===== config.mk =====
export PLATFORM = sky130hd
export DESIGN_NAME = signed_addsub
export DESIGN_NICKNAME = d
export VERILOG_FILES = /design/src/rtl/signed_addsub_pkg.sv /design/src/rtl/signed_addsub_core.sv /design/src/rtl/signed_addsub.sv
export SDC_FILE = /design/constraint.sdc
export NUM_CORES = 1
export LEC_CHECK = 0
export ABC_AREA = 1
export ABC_CLOCK_PERIOD_IN_PS = 3190
export BUFFER_PORTS_ARGS = -buffer_cell sky130_fd_sc_hd__buf_4
export CORE_ASPECT_RATIO = 0.5
export CORE_MARGIN = 2
export CORE_UTILIZATION = 50
export DETAILED_ROUTE_END_ITERATION = 7
export MAX_ROUTING_LAYER = met4
export PLACE_DENSITY = 0.74
export SYNTH_ARGS = -nofsm -noshare
export SYNTH_HDL_FRONTEND = slang
export SYNTH_SLANG_ARGS = --single-unit
export TNS_END_PERCENT = 10

===== constraint.sdc =====
create_clock -name clk -period 3.19 [get_ports clk]
set_clock_uncertainty 0.15 [all_clocks]
set_input_delay 0 -clock clk [delete_from_list [all_inputs] [get_ports clk]]
set_output_delay 0 -clock clk [all_outputs]
set_load 0.01 [all_outputs]

===== src/rtl/signed_addsub_pkg.sv =====
// Shared op encodings, default sizes and the signed-overflow rule for signed_addsub.
package signed_addsub_pkg;

  localparam int DEFAULT_WIDTH = 8;
  localparam int DEFAULT_CNT_W = 8;

  typedef enum logic {
    OP_ADD = 1'b0,
    OP_SUB = 1'b1
  } op_e;

  // Overflow when the operand signs make a wrap possible and the result sign disagrees with A.
  function automatic logic ovf_detect(input logic op, input logic sign_a,
                                      input logic sign_b, input logic sign_r);
    logic signs_allow;
    signs_allow = (op == OP_SUB) ? (sign_a != sign_b) : (sign_a == sign_b);
    return signs_allow && (sign_r != sign_a);
  endfunction

endpackage


===== src/rtl/signed_addsub_core.sv =====
// Combinational signed add/subtract with overflow detection.
// With SIGNED_ADDSUB_SAT_EN defined, overflowed results clamp to the nearest representable value.
module signed_addsub_core
  import signed_addsub_pkg::*;
#(
  parameter int WIDTH = DEFAULT_WIDTH
) (
  input  logic [WIDTH-1:0] a_i,
  input  logic [WIDTH-1:0] b_i,
  input  logic             op_i,
  output logic [WIDTH-1:0] result_o,
  output logic             ovf_o
);

  logic [WIDTH-1:0] raw;

  always_comb begin
    raw = (op_i == OP_SUB) ? (a_i - b_i) : (a_i + b_i);
    ovf_o = ovf_detect(op_i, a_i[WIDTH-1], b_i[WIDTH-1], raw[WIDTH-1]);
`ifdef SIGNED_ADDSUB_SAT_EN
    // On overflow the true result always carries the sign of A.
    if (ovf_o) begin
      result_o = a_i[WIDTH-1] ? {1'b1, {(WIDTH-1){1'b0}}} : {1'b0, {(WIDTH-1){1'b1}}};
    end else begin
      result_o = raw;
    end
`else
    result_o = raw;
`endif
  end

endmodule


===== src/rtl/signed_addsub.sv =====
// Two-stage valid/ready signed adder/subtractor with a saturating overflow event counter.
// Optional saturation of results is enabled by defining SIGNED_ADDSUB_SAT_EN.
module signed_addsub
  import signed_addsub_pkg::*;
#(
  parameter int WIDTH = DEFAULT_WIDTH,
  parameter int CNT_W = DEFAULT_CNT_W
) (
  input  logic             clk,
  input  logic             rst_n,
  input  logic             in_valid,
  output logic             in_ready,
  input  logic [WIDTH-1:0] a,
  input  logic [WIDTH-1:0] b,
  input  logic             op,
  output logic             out_valid,
  input  logic             out_ready,
  output logic [WIDTH-1:0] result,
  output logic             ovf,
  output logic [CNT_W-1:0] ovf_count,
  input  logic             clr_count
);

  logic             s1_valid_q, s1_valid_d;
  logic [WIDTH-1:0] a_q, a_d;
  logic [WIDTH-1:0] b_q, b_d;
  logic             op_q, op_d;
  logic             out_valid_q, out_valid_d;
  logic [WIDTH-1:0] result_q, result_d;
  logic             ovf_q, ovf_d;
  logic [CNT_W-1:0] ovf_count_q, ovf_count_d;

  logic             s2_load;
  logic             s1_load;
  logic [WIDTH-1:0] core_result;
  logic             core_ovf;

  signed_addsub_core #(.WIDTH(WIDTH)) u_core (
    .a_i      (a_q),
    .b_i      (b_q),
    .op_i     (op_q),
    .result_o (core_result),
    .ovf_o    (core_ovf)
  );

  // S1 may advance into S2 in the same cycle S2 drains, which gives full throughput.
  assign s2_load  = !out_valid_q || out_ready;
  assign s1_load  = !s1_valid_q || s2_load;
  assign in_ready = s1_load;

  always_comb begin
    s1_valid_d  = s1_valid_q;
    a_d         = a_q;
    b_d         = b_q;
    op_d        = op_q;
    out_valid_d = out_valid_q;
    result_d    = result_q;
    ovf_d       = ovf_q;
    ovf_count_d = ovf_count_q;

    if (s1_load) begin
      s1_valid_d = in_valid;
      if (in_valid) begin
        a_d  = a;
        b_d  = b;
        op_d = op;
      end
    end

    // Result and flag only change when a real beat lands, so they hold when idle.
    if (s2_load) begin
      out_valid_d = s1_valid_q;
      if (s1_valid_q) begin
        result_d = core_result;
        ovf_d    = core_ovf;
      end
    end

    if (clr_count) begin
      ovf_count_d = '0;
    end else if (out_valid_q && out_ready && ovf_q && (ovf_count_q != {CNT_W{1'b1}})) begin
      ovf_count_d = ovf_count_q + CNT_W'(1);
    end
  end

  always_ff @(posedge clk or negedge rst_n) begin
    if (!rst_n) begin
      s1_valid_q  <= 1'b0;
      a_q         <= '0;
      b_q         <= '0;
      op_q        <= 1'b0;
      out_valid_q <= 1'b0;
      result_q    <= '0;
      ovf_q       <= 1'b0;
      ovf_count_q <= '0;
    end else begin
      s1_valid_q  <= s1_valid_d;
      a_q         <= a_d;
      b_q         <= b_d;
      op_q        <= op_d;
      out_valid_q <= out_valid_d;
      result_q    <= result_d;
      ovf_q       <= ovf_d;
      ovf_count_q <= ovf_count_d;
    end
  end

  assign out_valid = out_valid_q;
  assign result    = result_q;
  assign ovf       = ovf_q;
  assign ovf_count = ovf_count_q;

endmodule


==> results of run 1 <==
==> repair_timing <==
action,CTS,global route
endpoints found under the hold margin,63,0
gates resized for setup,0,0
hold buffers,20,0
==> flip-flops by register name, summed over array words and instances, names as in the netlist <==
name and count:
a_q 8, b_q 8, op_q 1, out_valid 1, ovf 1, ovf_count 8, result 8, s1_valid_q 1
==> Yosys cell counts, types with 3 or more instances <==
library cell	count
mux2_2	8
o21bai_1	3
a31oi_1	4
xor2_1	6
inv_1	32
nand3_2	4
o21ai_0	12
a21oi_1	20
dfrtp_1	36
nand3_1	13
ha_1	9
nand2_1	45
nor2_1	21
==> cell families (layout without fill, tap and decap cells) <==
| kind of cell | after synthesis | count (layout) |
|---|---|---|
| adders and majority gates | 10 | 10 |
| xor gates and xnor gates | 7 | 7 |
| DFF | 36 | 36 |
| and+or+nand+nor | 94 | 94 |
| AOI/OAI and AO/OA | 42 | 42 |
| buffers and inverters | 36 | 100 |
| muxes | 8 | 8 |
==> metrics by stage <==
stage,util,total power [uW]
2_1_floorplan,-,1000
3_3_place_gp,0.603,1190
3_5_place_dp,0.603,1210
4_1_cts,0.679,1570
5_1_grt,0.679,1680
6_report,0.679,1560
==> per-layer routing <==
layer | GRT usage | vias up | part of all wire
met2 | 0.351 | 34 | 0.49
met4 | 0.0588 | 0 | 0.011
met3 | 0.0467 | 7 | 0.043
met5 | - | - | 0
li1 | - | 885 | -
met1 | 0.249 | 801 | 0.46
==> cell type report <==
class                   count  area [sq um]  area share
clock buffers               6          82.6      0.0315
clock inverters             2          10.0     0.00382
inverters                  32           120      0.0458
multi-input cells         161           941       0.359
flip-flops and latches     36           901       0.344
well taps                  54          67.6      0.0258
repair buffers             60           500       0.191
==> critical path, delay by kind of cell (launching register included) <==
family                     cells  cell delay (ns)
and+or+nand+nor                9             0.84
adders and majority gates      2             0.52
DFF                            1             0.39
buffers and inverters          4             0.29
xor gates and xnor gates       1             0.13
AOI/OAI and AO/OA              1             0.11
==> where the power goes <==
part	internal [uW]	switching [uW]
clock	172	162
sequential	550	65.9
combinational	281	332
==> final timing paths <==
path	startpoint	end	slack [ns]
max in group asynchronous	rst_n	ovf_count[0]	2.50
worst max register to register	b_q[1]	ovf	0.68
min in group clk	in_valid	s1_valid_q	0.10
worst min-delay path	rst_n	result[0]	0.07
worst max-delay path	b_q[1]	ovf	0.68
worst min register to register	result[1]	result[1]	0.34
==> results.toml, run 1 <==
[critical_path]
slowest_stage = "dfrtp_1"
crit_path_end_kind = "flip-flop"
critPathMaxStageDelay_ns = 0.39
cp.required_ns = 3.22
reg2reg_depth = 17
crit_top_cell = "nand2_1"
cp-start-kind = "flip-flop"
crit_chain = "inv_1, ha_1, inv_1, nor2_1, a21oi_1, xor2_1, inv_1, ha_1, nand2_1, nor2_1, nand2_1, nand2_1, inv_1, nand2_1, nand3_1, nand3_1, nand2_1"
critical_path_arrival_ns = 2.55
criticalPathCategory = "flip-flop to flip-flop"
critPathMaxFanout = 4

[die]
dieArea_sq_um = 4520
fp.dieH_microns = 48.6
start_util = 0.514
die_w_microns = 93.1
placementRows = 16
core_sq_um = 3860
ios = 41

[routing]
first_pass_iters = 4
final_antenna_net_count = 0
viasPerCell = 4.92
routedWlPerCell_microns = 11.8
drc = 0
wirelength_microns = 4130
drtIter0Drc = 90
via_count = 1727

[synth]
synthMuxAreaShare = 0.0454
synthXorXnorAreaFrac = 0.0309
yosysTopAreaCell = "dfrtp_1"
syn_area_per_cell_sq_um = 8.52
synth_top_flop_cell = "dfrtp_1"
syn-num-nets = 265
synthArstFlopShare = 1.00
seq_area_frac_synth = 0.454
ys_ff_latch = 36
synth_compound_area_frac = 0.116
synth_top_cell_area_share = 0.454
ys_warn_count = 0
synthAdderAreaFrac = 0.0668
synthDistinctLibCells = 28
synth_area_leaders = "dfrtp_1, nand2_1, inv_1"
synth_top_family_by_area = "simple AND/OR/NAND/NOR gates"
synth_edf_count = 0
yosys.area_share.simple = 0.215
synth_area_sq_um = 1990
syn_inst = 233

[worst_hold_path]
holdCritPathClass = "input port to async pin"

[outcome]
outcome = "finished clean"

[place]
place_area_sq_um = 2330
place_inst = 323
port_buffers = 40
dp_hpwl_microns = 2950
place_congestion = 0.885
dp_slack_ns = 0.732

[sta]
fin_ws_ns = 0.678
fmax_mhz = 398
drv_slew = 0
hold_slack_ns = 0.0684
tns_ns = 0
rsz0062_at_grt = "no"
finalHoldViolations = 0
tightestPinTransition_ns = 0.519
setup-violations-final = 0
relSlewSlack = 0.650
post-route-period-util = 0.788
min_period_ns = 2.51

[finish]
syn_to_final_growth_pct = 32.1
stdcell_count = 351
final_common_cell = "nand2_1"
nNetsFinal = 328
diodes = 0
stdcell_area_sq_um = 2620
fillerInstances = 316
final_layout_size_suffix_gt1_frac = 0.229
final_cell_mix = "nand2_1, buf_4, dfrtp_1, inv_1, nor2_1"

[clock_tree]
path_clk_slew_ns = 0.07
cts.path.max_buffers = 2
numCtsBuffers = 5
cts_tree = "done"
post_cts_buffers = 0
clkLatencyLatePin_ns = 0.29
clkSinkCount = 36
cts-root-buf = "clkbuf_8"
h-tree-depth = 2

[grt]
grt.overflow.total = 0
track_usage = 0.206
grt_pass1_wl_microns = 7110
grt_max_degree = 37
grt_pass1_vias = 1683
antenna_found_initial = 0

[power]
power_per_cell_area_nw_per_um2 = 596
ir_worst_vdd_v = 0.000236
leakage_uw = 0.00131

[job]
maxCapViolations = 0
No activity file was read; power rests on OpenSTA's default activity.
==> run 2, diff against run 1 <==
--- a/config.mk
+++ b/config.mk
@@ -6,7 +6,7 @@
 export NUM_CORES = 1
 export LEC_CHECK = 0
 export ABC_AREA = 1
-export ABC_CLOCK_PERIOD_IN_PS = 3190
+export ABC_CLOCK_PERIOD_IN_PS = 2500
 export BUFFER_PORTS_ARGS = -buffer_cell sky130_fd_sc_hd__buf_4
 export CORE_ASPECT_RATIO = 0.5
 export CORE_MARGIN = 2
==> constraint.sdc (replaced) <==
create_clock -name clk -period 2.5 [get_ports clk]
set_clock_uncertainty 0.15 [all_clocks]
set_input_delay 0 -clock clk [delete_from_list [all_inputs] [get_ports clk]]
set_output_delay 0 -clock clk [all_outputs]
set_load 0.01 [all_outputs]
==> run 2 against run 1 <==
Non-clock buffer count rose by 1; wire length rose by 0.87%; via count rose by 0.93%; utilization rose by 1.3 points; count of clock-buffer cells in the layout rose by 2; critical path depth did not move; largest cell class unchanged; largest power group is now combinational logic; highest routed layer unchanged.
==> results.toml, run 2 (synthesis results as in run 1) <==
[critical_path]
crit_chain = "inv_2, ha_1, inv_2, nor2_4, a31oi_1, xor2_1, inv_1, ha_4, nand2_1, nor2_1, nand2_1, nand2_2, inv_2, nand3_1, nand3_1, nand3_1, nand2_1"
cp-start-kind = "flip-flop"
slowest_stage = "dfrtp_1"
criticalPathCategory = "flip-flop to flip-flop"
crit_path_end_kind = "flip-flop"
critPathMaxFanout = 4
critical_path_arrival_ns = 2.43
cp.required_ns = 2.53
r2r_slack_ns = 0.09
cpLargestDelayFamily = "simple AND/OR/NAND/NOR gates"
critPathMaxStageDelay_ns = 0.37
critPathBufInv = 4

[routing]
drtIter0Drc = 74
drc = 0
via_count = 1743
viasPerCell = 4.95
routedWlPerCell_microns = 11.8
final_antenna_net_count = 0
first_pass_iters = 4
wirelength_microns = 4160

[place]
dp_hpwl_microns = 2940
port_buffers = 40
place_congestion = 0.885
place_inst = 323

[power]
p_sw_uw = 736
power_per_cell_area_nw_per_um2 = 769
ir_worst_vdd_v = 0.000318
swShare = 0.358
comb_power_share = 0.408
leakage_uw = 0.00131
clkPwrFrac = 0.207
power_uw = 2050
p_int_uw = 1320
p_seq_frac = 0.385

[grt]
antenna_found_initial = 0
grt.overflow.total = 0
track_usage = 0.203
grt_max_degree = 37
grt_pass1_wl_microns = 6940
grt_pass1_vias = 1612

[sta]
relSlewSlack = 0.672
setup-violations-final = 0
min_period_ns = 2.41
finalHoldViolations = 0
drv_slew = 0
fmax_mhz = 415
tightestPinTransition_ns = 0.491
post-route-period-util = 0.963

[die]
dieArea_sq_um = 4520
fp.dieH_microns = 48.6
die_w_microns = 93.1
core_sq_um = 3860
start_util = 0.514
placementRows = 16
ios = 41

[clock_tree]
clkSinkCount = 36
clkLatencyLatePin_ns = 0.28
cts.path.max_buffers = 2
cts_tree = "done"
path_clk_slew_ns = 0.07
h-tree-depth = 2
cts-root-buf = "clkbuf_8"
numCtsBuffers = 5

[finish]
stdcell_count = 352
final_cell_mix = "nand2_1, buf_4, dfrtp_1, inv_1"
nNetsFinal = 329
final_common_cell = "nand2_1"
syn_to_final_growth_pct = 34.6
final_layout_size_suffix_gt1_frac = 0.262
diodes = 0

[outcome]
outcome = "finished clean"

[job]
maxCapViolations = 0

[worst_hold_path]
holdCritPathClass = "input port to async pin"
## run 2: worst reg2reg max path: stages (launching register included)
cell     delay [ns]
dfrtp_1        0.37
inv_2          0.06
ha_1           0.20
inv_2          0.07
nor2_4         0.04
a31oi_1        0.20
xor2_1         0.17
inv_1          0.09
ha_4           0.28
nand2_1        0.06
nor2_1         0.12
nand2_1        0.08
nand2_2        0.10
inv_2          0.05
nand3_1        0.07
nand3_1        0.08
nand3_1        0.07
nand2_1        0.05
## run 2: power groups by stage
stage          registers [uW]  clock network (uW)  logic, uW
2_1_floorplan             811                   0        469
3_3_place_gp              793                   0        727
3_5_place_dp              797                   0        751
4_1_cts                   786                 434        781
5_1_grt                   811                 463        930
6_report                  790                 426        838
## run 2: final timing paths
path                              end  depth (start not counted)      start
setup / recovery                  ovf                         17     b_q[0]
hold / removal                 b_q[5]                          2      rst_n
setup reg to reg                  ovf                         17     b_q[0]
hold reg to reg             result[1]                          2  result[1]
max in group asynchronous      a_q[6]                          2      rst_n
min in group clk           s1_valid_q                          3   in_valid
## run 2: per-layer routing
layer,vias up,global-route usage,share of wire
met2,34,0.336,0.49
met5,-,-,0
met4,0,0.0588,0.010
met3,5,0.0530,0.037
li1,891,-,-
met1,813,0.249,0.47
## run 2: cell type report
type                       count  area, sq um
fill                         306         1190
multi-input combinational    161          986
sequential                    36          901
timing repair buffer          61          508
inverter                      32          120
clock buffer                   8         90.1
tap                           54         67.6
## run 2: repair_timing
item                                   CTS  global route
setup endpoints to repair                0             3
endpoints found under the hold margin   63             0
gates resized for setup                  0            13
hold buffers                            20             0
setup buffers                            0             1
## run 2: through the flow
step	TNS, ns	instance area [sq um]	utilization	hold WS (ns)	worst slack, ns
6_report	0	2670	0.692	0.0701	0.0926
5_1_grt	-0.0900	2670	0.692	0.120	-0.0679
4_1_cts	0	2620	0.678	0.0802	0.0270
3_5_place_dp	0	2330	0.603	-0.164	0.0640
3_3_place_gp	0	2330	0.603	-0.175	0.120
2_1_floorplan	0	1990	-	-0.446	0.274
